## config.mk

```make
export PLATFORM = sky130hd
export DESIGN_NAME = sobel_grad_seq
export DESIGN_NICKNAME = d
export VERILOG_FILES = /design/src/rtl/sobel_grad_seq.sv
export SDC_FILE = /design/constraint.sdc
export NUM_CORES = 1
export LEC_CHECK = 0
export BUFFER_PORTS_ARGS = -buffer_cell sky130_fd_sc_hd__buf_4
export CORE_UTILIZATION = 45
export CTS_CLUSTER_SIZE = 24
export DETAILED_ROUTE_END_ITERATION = 8
export PLACE_DENSITY_LB_ADDON = 0.25
export SLEW_MARGIN = 25
export SYNTH_ARGS = -nofsm -noshare
export SYNTH_HDL_FRONTEND = slang
export SYNTH_SLANG_ARGS = --single-unit
```

## constraint.sdc

```tcl
create_clock -name clk -period 3.85 [get_ports clk]
set_clock_uncertainty 0.05 [all_clocks]
set_input_delay 0.77 -clock clk [delete_from_list [all_inputs] [get_ports clk]]
set_output_delay 0.77 -clock clk [all_outputs]
set_load 0.1 [all_outputs]
```

## src/rtl/sobel_grad_seq.sv

```systemverilog
// sobel_grad_seq: computes Sobel Gx and Gy for one 3x3 window through a shared
// external 8-bit add/sub unit. Each of the 16 weighted terms goes through a
// low-byte pass, plus a high-byte +/-1 pass whenever that byte carries or borrows.
// Optional feature macro: SOBEL_MAG_EN adds a saturated |gx|+|gy| output, mag.
module sobel_grad_seq (
  input  logic        clk,
  input  logic        rst,
  input  logic        start,
  input  logic [71:0] pix_in,
  output logic        busy,
  output logic        done,
  output logic [15:0] gx,
  output logic [15:0] gy,
  output logic [7:0]  au_a,
  output logic [7:0]  au_b,
  output logic        au_sub,
  input  logic [7:0]  au_sum,
  input  logic        au_cout
`ifdef SOBEL_MAG_EN
  ,
  output logic [7:0]  mag
`endif
);

  typedef enum logic [1:0] {IDLE, LO, HI, DONE} state_t;

  state_t      state, state_next;
  logic [71:0] pix;
  logic [15:0] acc;
  logic [15:0] acc_upd;
  logic [3:0]  term;
  logic        term_sub;
  logic [7:0]  term_pix;
  logic        advance;

  // Term schedule: terms 0-7 build Gx, 8-15 build Gy; the upper half of each group subtracts
  always_comb begin
    term_sub = term[2];
    case (term)
      4'd0:    term_pix = pix[23:16];
      4'd1:    term_pix = pix[47:40];
      4'd2:    term_pix = pix[47:40];
      4'd3:    term_pix = pix[71:64];
      4'd4:    term_pix = pix[7:0];
      4'd5:    term_pix = pix[31:24];
      4'd6:    term_pix = pix[31:24];
      4'd7:    term_pix = pix[55:48];
      4'd8:    term_pix = pix[55:48];
      4'd9:    term_pix = pix[63:56];
      4'd10:   term_pix = pix[63:56];
      4'd11:   term_pix = pix[71:64];
      4'd12:   term_pix = pix[7:0];
      4'd13:   term_pix = pix[15:8];
      4'd14:   term_pix = pix[15:8];
      default: term_pix = pix[23:16];
    endcase
  end

  // Next-state logic and add/sub unit operand drive
  always_comb begin
    state_next = state;
    au_a       = 8'h00;
    au_b       = 8'h00;
    au_sub     = 1'b0;
    acc_upd    = acc;
    advance    = 1'b0;
    busy       = (state != IDLE);
    done       = (state == DONE);
    case (state)
      IDLE: begin
        if (start) state_next = LO;
      end
      LO: begin
        au_a    = acc[7:0];
        au_b    = term_pix;
        au_sub  = term_sub;
        acc_upd = {acc[15:8], au_sum};
        if (term_sub ? !au_cout : au_cout) state_next = HI;
        else advance = 1'b1;
      end
      HI: begin
        au_a    = acc[15:8];
        au_b    = 8'h01;
        au_sub  = term_sub;
        acc_upd = {au_sum, acc[7:0]};
        advance = 1'b1;
      end
      default: begin
        state_next = IDLE;
      end
    endcase
    if (advance) state_next = (term == 4'd15) ? DONE : LO;
  end

`ifdef SOBEL_MAG_EN
  logic [15:0] abs_gx, abs_gy, mag_sum;
  logic [7:0]  mag_next;

  // Saturated |gx| + |gy|, with gy taken from the value being written this edge
  always_comb begin
    abs_gx   = gx[15] ? (~gx + 16'd1) : gx;
    abs_gy   = acc_upd[15] ? (~acc_upd + 16'd1) : acc_upd;
    mag_sum  = abs_gx + abs_gy;
    mag_next = (mag_sum > 16'd255) ? 8'hFF : mag_sum[7:0];
  end
`endif

  // State register
  always_ff @(posedge clk) begin
    if (rst) state <= IDLE;
    else     state <= state_next;
  end

  // Datapath: window latch, accumulator, term index and result registers
  always_ff @(posedge clk) begin
    if (rst) begin
      pix  <= '0;
      acc  <= '0;
      term <= '0;
      gx   <= '0;
      gy   <= '0;
`ifdef SOBEL_MAG_EN
      mag  <= '0;
`endif
    end else if (state == IDLE && start) begin
      pix  <= pix_in;
      acc  <= '0;
      term <= '0;
    end else if (advance) begin
      if (term == 4'd7) begin
        gx   <= acc_upd;
        acc  <= '0;
        term <= 4'd8;
      end else if (term == 4'd15) begin
        gy   <= acc_upd;
        acc  <= acc_upd;
`ifdef SOBEL_MAG_EN
        mag  <= mag_next;
`endif
      end else begin
        acc  <= acc_upd;
        term <= term + 4'd1;
      end
    end else if (state == LO || state == HI) begin
      acc <= acc_upd;
    end
  end

endmodule
```

## Word-level counts from Yosys, hierarchy flattened

Index checks and enable logic that the tools add are counted.

- Bits of input ports: 84
- Register bits: 126
- Output and inout port bits: 51
- Logic and storage cells: 68

- Reductions and logical operators: 19
- Bitwise logic cells: 2
- Mux-type cells: 18
- Eq/ne operators: 22
- $add $sub $neg: 1

Operator list:

| operator | number |
|---|---|
| case mux 8 bit (7 select lines) | 1 |
| 2-to-1 mux 16 bit | 3 |
| equality test 4 bit, second input constant | 8 |
| case mux 16 bit (2 select lines) | 1 |
| case mux 8 bit (2 select lines) | 2 |
| OR reduction 2 bit | 9 |
| equality test 4 x 3 -> 1 bit, second input constant | 4 |
| equality test 4 x 2 -> 1 bit, second input constant | 2 |
| 2-to-1 mux 2 bit | 4 |
| 2-to-1 mux 4 bit | 2 |
| inequality test 3 bit, second input constant | 2 |
| case mux 2 bit (3 select lines) | 1 |
| AND reduction 3 bit | 2 |
| adder 4 x 1 -> 4 bit, second input constant | 1 |
| equality test 2 bit, second input constant | 2 |
| equality test 4 x 1 -> 1 bit, second input constant | 1 |
| AND reduction 4 bit | 1 |
| nonzero test 2 bit | 2 |
| 2-to-1 mux 1 bit | 3 |
| equality test 2 x 1 -> 1 bit, second input constant | 1 |
| logical NOT 2 bit | 1 |
| inequality test 2 x 1 -> 1 bit, second input constant | 1 |
| inequality test 2 bit, second input constant | 1 |
| NOT 1 bit | 2 |
| other kinds (5) | 5 |

## Depth between registers and ports, before layout

Gate-level depths: netlist (run 1).

- Depth after elaboration: 6
- Mapped depth: 9
- Mapped depth without buffers: 6

## Least setup slack after synthesis (run 1)

No wires, ideal clock.

- Path kind: register to output
- Start point: register term[0]
- End point: output port au_b[0]
- Buffers on the path: 1
- Path slack: -0.474 ns
- Data arrival time: 3.504 ns
- Stages on the path, launching flop included: 8
- Cells stage by stage: dfxtp_1 > inv_1 > ha_1 > buf_1 > nand3b_1 > nand2_1 > a211oi_1 > o31ai_1

- Longest elaborated chain between the ends: 4
- Elaborated cells between the ends (all ways): 23

RTL lines:

| item | line | text |
|---|---|---|
| start, declared | 31 | `logic [3:0] term;` |
| start signal, assigned | 142 | `term <= term + 4'd1;` |
| equality test 4 bit (tied with other cells) | 39 | `case (term)` |
| OR reduction 2 bit (no line) | -- |  |
| case mux 8 bit (7 select lines) * | 39 |  |
| case mux 8 bit (2 select lines) * | 69 | `case (state)` |
| end, declared | 15 | `output logic [7:0] au_b,` |

Every way passes the cells marked *; elsewhere a longest branch is shown, timed or not.

## Final worst setup path (run 1)

- Start point: register term[0]
- End point: output port au_b[1]

Same word-level chain as after synthesis.

==> results.py, run 1 <==
metrics = {
    "run_status": {
        "outcome": "completed",
    },
    "critical_path": {
        "crit_path_top_delay_cell": "ha_1",
        "r2r_start": "state[1]",
        "path_max_fanout": 14,
        "startpoint_type": "flip-flop",
        "r2r_setup_slack_ps": 960,
        "r2r_end": "state[0]",
        "crit_required_ps": 3030,
        "reg2regPathDepth": 7,
        "path_delay_family": "adder cells",
        "cp_slowest_stage_delay_ps": 590,
        "arrival_ps": 2790,
        "crit_chain": "ha_1, nand3b_1, nand2_1, a221oi_1, a31oi_1, buf_4",
        "path_class": "reg -> out",
        "cp_num_buf_inv": 1,
        "cp-end-kind": "output port",
    },
    "min_path": {
        "min_delay_path_depth": 2,
        "hp-class": "reg -> reg",
        "hp-start": "pix[58]",
        "hold-path-endpoint": "pix[58]",
    },
    "logic_synthesis": {
        "yosys.area_share.xor_xnor": 0.00315,
        "yosysWarningCount": 0,
        "synth_compound_area_frac": 0.207,
        "synth_nets": 721,
        "synth_edf_count": 0,
        "yosys.area_share.simple": 0.212,
        "synth_mux_area_frac": 0.0478,
        "ys.flop_type": "dfxtp_1",
        "avgSynthCellArea_um2": 8.20,
        "synthesis.instances": 629,
        "ys_seq_area_frac": 0.458,
        "synth_adder_area_share": 0.0194,
        "synth_top_family_by_area": "simple AND/OR/NAND/NOR gates",
        "syn-cell-area_um2": 5160,
        "synth.distinct_cells": 48,
        "ys_async_sr_fraction": 0,
        "ys_seq_elements": 118,
    },
    "placed_design": {
        "place.detailed.hpwl_mm": 9.84,
        "gp_congestion": 0.874,
        "post_dp_cell_area_um2": 6120,
        "io_buffers": 126,
    },
    "finish": {
        "final_nets": 825,
        "layout_commonest_cell": "nand2_1",
        "area_delta_synth_final_pct": 29.9,
        "mostFrequentLayoutCells": "150 x nand2_1, 135 x buf_4, 118 x dfxtp_1, 91 x a21oi_1, 31 x nor2_1",
        "final_cell_area_um2": 6700,
        "diodes": 0,
        "drive_above_1_share": 0.247,
        "nFillCells": 992,
    },
    "timing": {
        "slew_headroom": 0.458,
        "setup_violations": 0,
        "worst_pin_slew_ps": 811,
        "report.final.slew_viol_count": 0,
        "grt_setup_unrepaired": "false",
        "finalCritPeriodShare": 0.937,
        "fmaxAchievable_mhz": 277,
        "fin_crit_ps": 3610,
        "hold_viol": 0,
    },
    "route": {
        "vias": 4897,
        "wl_mm": 14.4,
        "wl_met2_mm": 6.79,
        "initialDrtViolationCount": 353,
        "drc_errors": 0,
        "routedWlPerCell_um": 16.2,
        "highest_layer": "met4",
        "postRouteAntennaNets": 0,
        "wl_met1_mm": 6.45,
        "vias_per_cell": 5.53,
        "first_pass_iters": 5,
        "route.met3.wl_um": 955,
    },
    "run": {
        "drv_cap": 0,
    },
    "floorplanning": {
        "io_pins": 135,
        "initial_utilization": 0.469,
        "core_area_um2": 11000,
        "die_area_um2": 11900,
        "chipHeight_um": 109,
        "row_count": 38,
        "die_x_um": 109,
    },
    "cts": {
        "cts_tree": "done",
        "post_cts_buffers": 0,
        "cts_root_buf": "clkbuf_16",
        "cts.sinks": 118,
        "clk_latency_ps": 410,
        "ctsHtreeMaxLevel": 4,
        "clk_pin_slew_ps": 50,
        "hold_buffers": 0,
        "cts_buffers": 17,
        "clock_path_buffers": 2,
        "ctsResizeCount": 0,
    },
    "global_routing": {
        "overflow": 0,
        "grt_pass1_vias": 4740,
        "grt_max_degree": 79,
        "groute.usage.overall": 0.255,
        "grt_antenna_before_repair": 0,
        "grt_pass1_wl_mm": 23.1,
    },
    "power_and_ir_drop": {
        "p_leak_nw": 2.64,
        "p_per_area_nw_per_um2": 577,
        "finalPower_mw": 3.86,
        "ir_drop_v": 0.000274,
    },
}
## how the worst max path moves through the flow
stage            start  endpoint  slack [ps]  cells past startpoint
4_1_cts        term[0]   au_b[1]         280                      7
6_report       term[0]   au_b[1]         240                      6
3_5_place_dp   term[1]   au_b[1]         740                      6
3_3_place_gp   term[0]   au_b[1]         760                      6
2_1_floorplan  term[0]   au_b[1]         -10                      6
5_1_grt        term[0]   au_b[1]          10                      6
## sequential cells by signal (all words and copies together) (netlist names)
register	flops
pix	64
term	4
gx	16
acc	16
state	2
gy	16
## cells by family after synthesis
group	after synthesis
AND/OR/NAND/NOR	249
AO/OA/AOI/OAI	172
flip-flops	118
buffers and inverters	58
multiplexers	23
adder cells (fa/ha/maj)	8
XOR/XNOR	1
## where the power goes
part / switching (mW) / internal (mW)
clock network: 0.542 / 0.997
registers: 0.0815 / 1.35
logic: 0.626 / 0.268
## per-stage QoR
step	instances	setup TNS, ps	hold WS, ps	setup slack, ps	utilization
3_5_place_dp	854	0	397	744	0.557
3_3_place_gp	854	0	392	764	0.557
6_report	886	0	403	241	0.610
4_1_cts	886	0	404	283	0.610
5_1_grt	886	0	423	10.2	0.610
2_1_floorplan	629	-39.4	383	-13.1	-
## cells in the mapped netlist (2+ instances only)
| master | n | area [um^2] |
|---|---|---|
| dfxtp_1 | 118 | 2360 |
| mux2_2 | 6 | 67.6 |
| inv_1 | 8 | 30.0 |
| a221oi_1 | 4 | 35.0 |
| a31oi_1 | 4 | 25.0 |
| nor3b_1 | 6 | 45.0 |
| o22ai_1 | 3 | 18.8 |
| a22oi_1 | 24 | 180 |
| nor2_1 | 31 | 116 |
| and3_1 | 2 | 12.5 |
| a211oi_1 | 20 | 150 |
| nand3b_1 | 3 | 22.5 |
| o31ai_1 | 2 | 15.0 |
| a22o_1 | 3 | 26.3 |
| a21oi_1 | 91 | 455 |
| nor3_1 | 3 | 15.0 |
| o21ai_0 | 10 | 50.1 |
| nand2b_1 | 2 | 12.5 |
| nand2_1 | 151 | 567 |
| buf_2 | 19 | 95.1 |
| o211ai_1 | 2 | 15.0 |
| ha_1 | 8 | 100 |
| buf_1 | 5 | 18.8 |
| and2_1 | 3 | 18.8 |
| nor2_2 | 2 | 12.5 |
| clkbuf_1 | 20 | 75.1 |
| nand4_1 | 2 | 12.5 |
| mux2i_1 | 10 | 100 |
| nand3_1 | 19 | 95.1 |
| mux2_1 | 7 | 78.8 |
| nor2b_1 | 20 | 125 |
| buf_4 | 5 | 37.5 |
## tightest hold or removal path, cell delays in order, from the launching register on
cell	delay (ps)
dfxtp_1	300
nand2_1	50
a21oi_1	50
## per-layer routing
layer  vias to the layer above  track usage
li1                       2379            -
met1                      2310        0.345
met2                       188        0.396
met3                        20       0.0628
met4                         0       0.0859
met5                         -            0
## final cells by class
type / count / area [um^2] / area share
Multi-Input combinational cell: 453 / 2540 / 0.379
Inverter: 8 / 30.0 / 0.00448
Timing Repair Buffer: 135 / 1010 / 0.151
Tap cell: 140 / 175 / 0.0261
Clock inverter: 9 / 100 / 0.0149
Sequential cell: 118 / 2360 / 0.353
Clock buffer: 23 / 478 / 0.0713
Power figures use the tool's default switching activity.
==> inputs of run 2 (changes only) <==
==> constraint.sdc (replaced) <==
create_clock -name clk -period 3.85 [get_ports clk]
set_clock_uncertainty 0.05 [all_clocks]
set_input_delay 0.5775 -clock clk [delete_from_list [all_inputs] [get_ports clk]]
set_output_delay 0.5775 -clock clk [all_outputs]
set_load 0.1 [all_outputs]
==> results.py, run 2 (same netlist as run 1, synthesis figures left out) <==
metrics = {
    "run_status": {
        "outcome": "completed",
    },
    "timing": {
        "fmaxAchievable_mhz": 295,
        "slew_headroom": 0.435,
        "finalCritPeriodShare": 0.880,
        "worst_pin_slew_ps": 844,
        "setup_tns_ps": 0,
        "fin_crit_ps": 3390,
        "hold_viol": 0,
        "report.final.slew_viol_count": 0,
        "grt_setup_unrepaired": "false",
        "setup_violations": 0,
    },
    "critical_path": {
        "r2r_setup_slack_ps": 930,
        "reg2regPathDepth": 5,
        "crit_chain": "inv_1, ha_1, and2_1, nand3_1, nand4_1, buf_4",
        "path_max_fanout": 17,
        "path_class": "reg -> out",
        "startpoint_type": "flip-flop",
        "cp-end-kind": "output port",
        "cp_slowest_stage_delay_ps": 650,
        "crit_required_ps": 3220,
        "arrival_ps": 2760,
        "r2r_start": "term[1]",
        "crit_path_top_delay_cell": "and2_1",
        "r2r_end": "gx[11]",
    },
    "floorplanning": {
        "die_area_um2": 11900,
        "initial_utilization": 0.469,
        "die_x_um": 109,
        "chipHeight_um": 109,
        "io_pins": 135,
        "core_area_um2": 11000,
        "row_count": 38,
    },
    "cts": {
        "clock_path_buffers": 2,
        "ctsResizeCount": 0,
        "cts_root_buf": "clkbuf_16",
        "post_cts_buffers": 0,
        "cts_buffers": 17,
        "clk_latency_ps": 410,
        "clk_pin_slew_ps": 60,
        "hold_buffers": 0,
        "ctsHtreeMaxLevel": 4,
        "cts.sinks": 118,
        "cts_tree": "done",
    },
    "finish": {
        "largest_reg_flops": 64,
        "final_cell_area_um2": 6720,
        "layout_commonest_cell": "nand2_1",
        "stdcell_count": 882,
        "final_nets": 821,
        "area_delta_synth_final_pct": 30.3,
        "mostFrequentLayoutCells": "150 x nand2_1, 130 x buf_4, 118 x dfxtp_1, 91 x a21oi_1, 31 x nor2_1",
        "diodes": 0,
        "regMostFlops": "pix",
        "nFillCells": 988,
        "drive_above_1_share": 0.247,
    },
    "power_and_ir_drop": {
        "p_leak_nw": 2.63,
        "ir_drop_v": 0.000344,
        "p_per_area_nw_per_um2": 589,
    },
    "placed_design": {
        "place.detailed.hpwl_mm": 9.81,
        "dpl.cell_count": 850,
        "post_dp_cell_area_um2": 6100,
        "io_buffers": 126,
        "gp_congestion": 0.879,
    },
    "min_path": {
        "hold-path-endpoint": "pix[70]",
        "min_delay_path_depth": 3,
        "hp-start": "pix_in[70]",
        "hp-class": "in -> reg",
    },
    "global_routing": {
        "grt_antenna_before_repair": 0,
        "overflow": 0,
        "grt_pass1_wl_mm": 22.4,
        "groute.usage.overall": 0.248,
        "grt_max_degree": 65,
        "grt_pass1_vias": 4663,
    },
    "route": {
        "drc_errors": 0,
        "routedWlPerCell_um": 16.2,
        "wl_mm": 14.3,
        "vias_per_cell": 5.45,
        "initialDrtViolationCount": 400,
        "first_pass_iters": 6,
        "postRouteAntennaNets": 0,
        "vias": 4803,
    },
    "run": {
        "drv_cap": 0,
    },
}
==> run 2: changes by cell type in the layout (fill, tap and decap cells not counted), sizes merged <==
cell      before  now
clkbuf        23   18
clkinv         5    3
inv            8   12
bufinv         2    3
buf          135  131
clkinvlp       2    4
==> run 2: stage by stage <==
stage	setup WS (ps)	utilization	hold slack [ps]	total power, mW
3_3_place_gp	944	0.555	392	2.30
3_5_place_dp	934	0.556	397	2.34
5_1_grt	259	0.612	354	4.13
2_1_floorplan	179	-	383	2.10
6_report	464	0.612	359	3.96
4_1_cts	493	0.612	352	3.97
==> run 2: routing by layer <==
layer	GRT usage	part of all wire
met1	0.330	0.44
met2	0.381	0.46
met3	0.0687	0.081
met4	0.0946	0.020
met5	0	0
==> run 2: cell type report <==
class / instances / area (um^2) / area share
Clock buffer: 18 / 439 / 0.0654
Clock inverter: 14 / 174 / 0.0259
Inverter: 8 / 30.0 / 0.00447
Multi-Input combinational cell: 453 / 2540 / 0.378
Sequential cell: 118 / 2360 / 0.352
Tap cell: 140 / 175 / 0.0261
Timing Repair Buffer: 131 / 996 / 0.148
==> run 2: report_power, final <==
group	internal, mW	leakage (nW)	switching, mW
registers	1.35	0.961	0.0812
clock network	1.04	0.290	0.593
logic	0.266	1.38	0.628
==> run 2: worst max-delay path by stage <==
stage / start / end / slack (ps) / cells past startpoint
finish: state[1] / au_b[2] / 460 / 6
detailed placement: term[1] / au_b[1] / 930 / 6
CTS: term[0] / au_b[1] / 490 / 7
floorplan: term[0] / au_b[1] / 180 / 6
global placement: term[0] / au_b[1] / 940 / 6
global route: term[1] / au_b[1] / 260 / 6
==> run 2: worst max-delay path, delay by kind of cell (launching register included) <==
family / cells / cell delay, ps
simple gates: 3 / 1040
fa+ha+maj: 1 / 510
flops: 1 / 400
buf+inv: 2 / 400
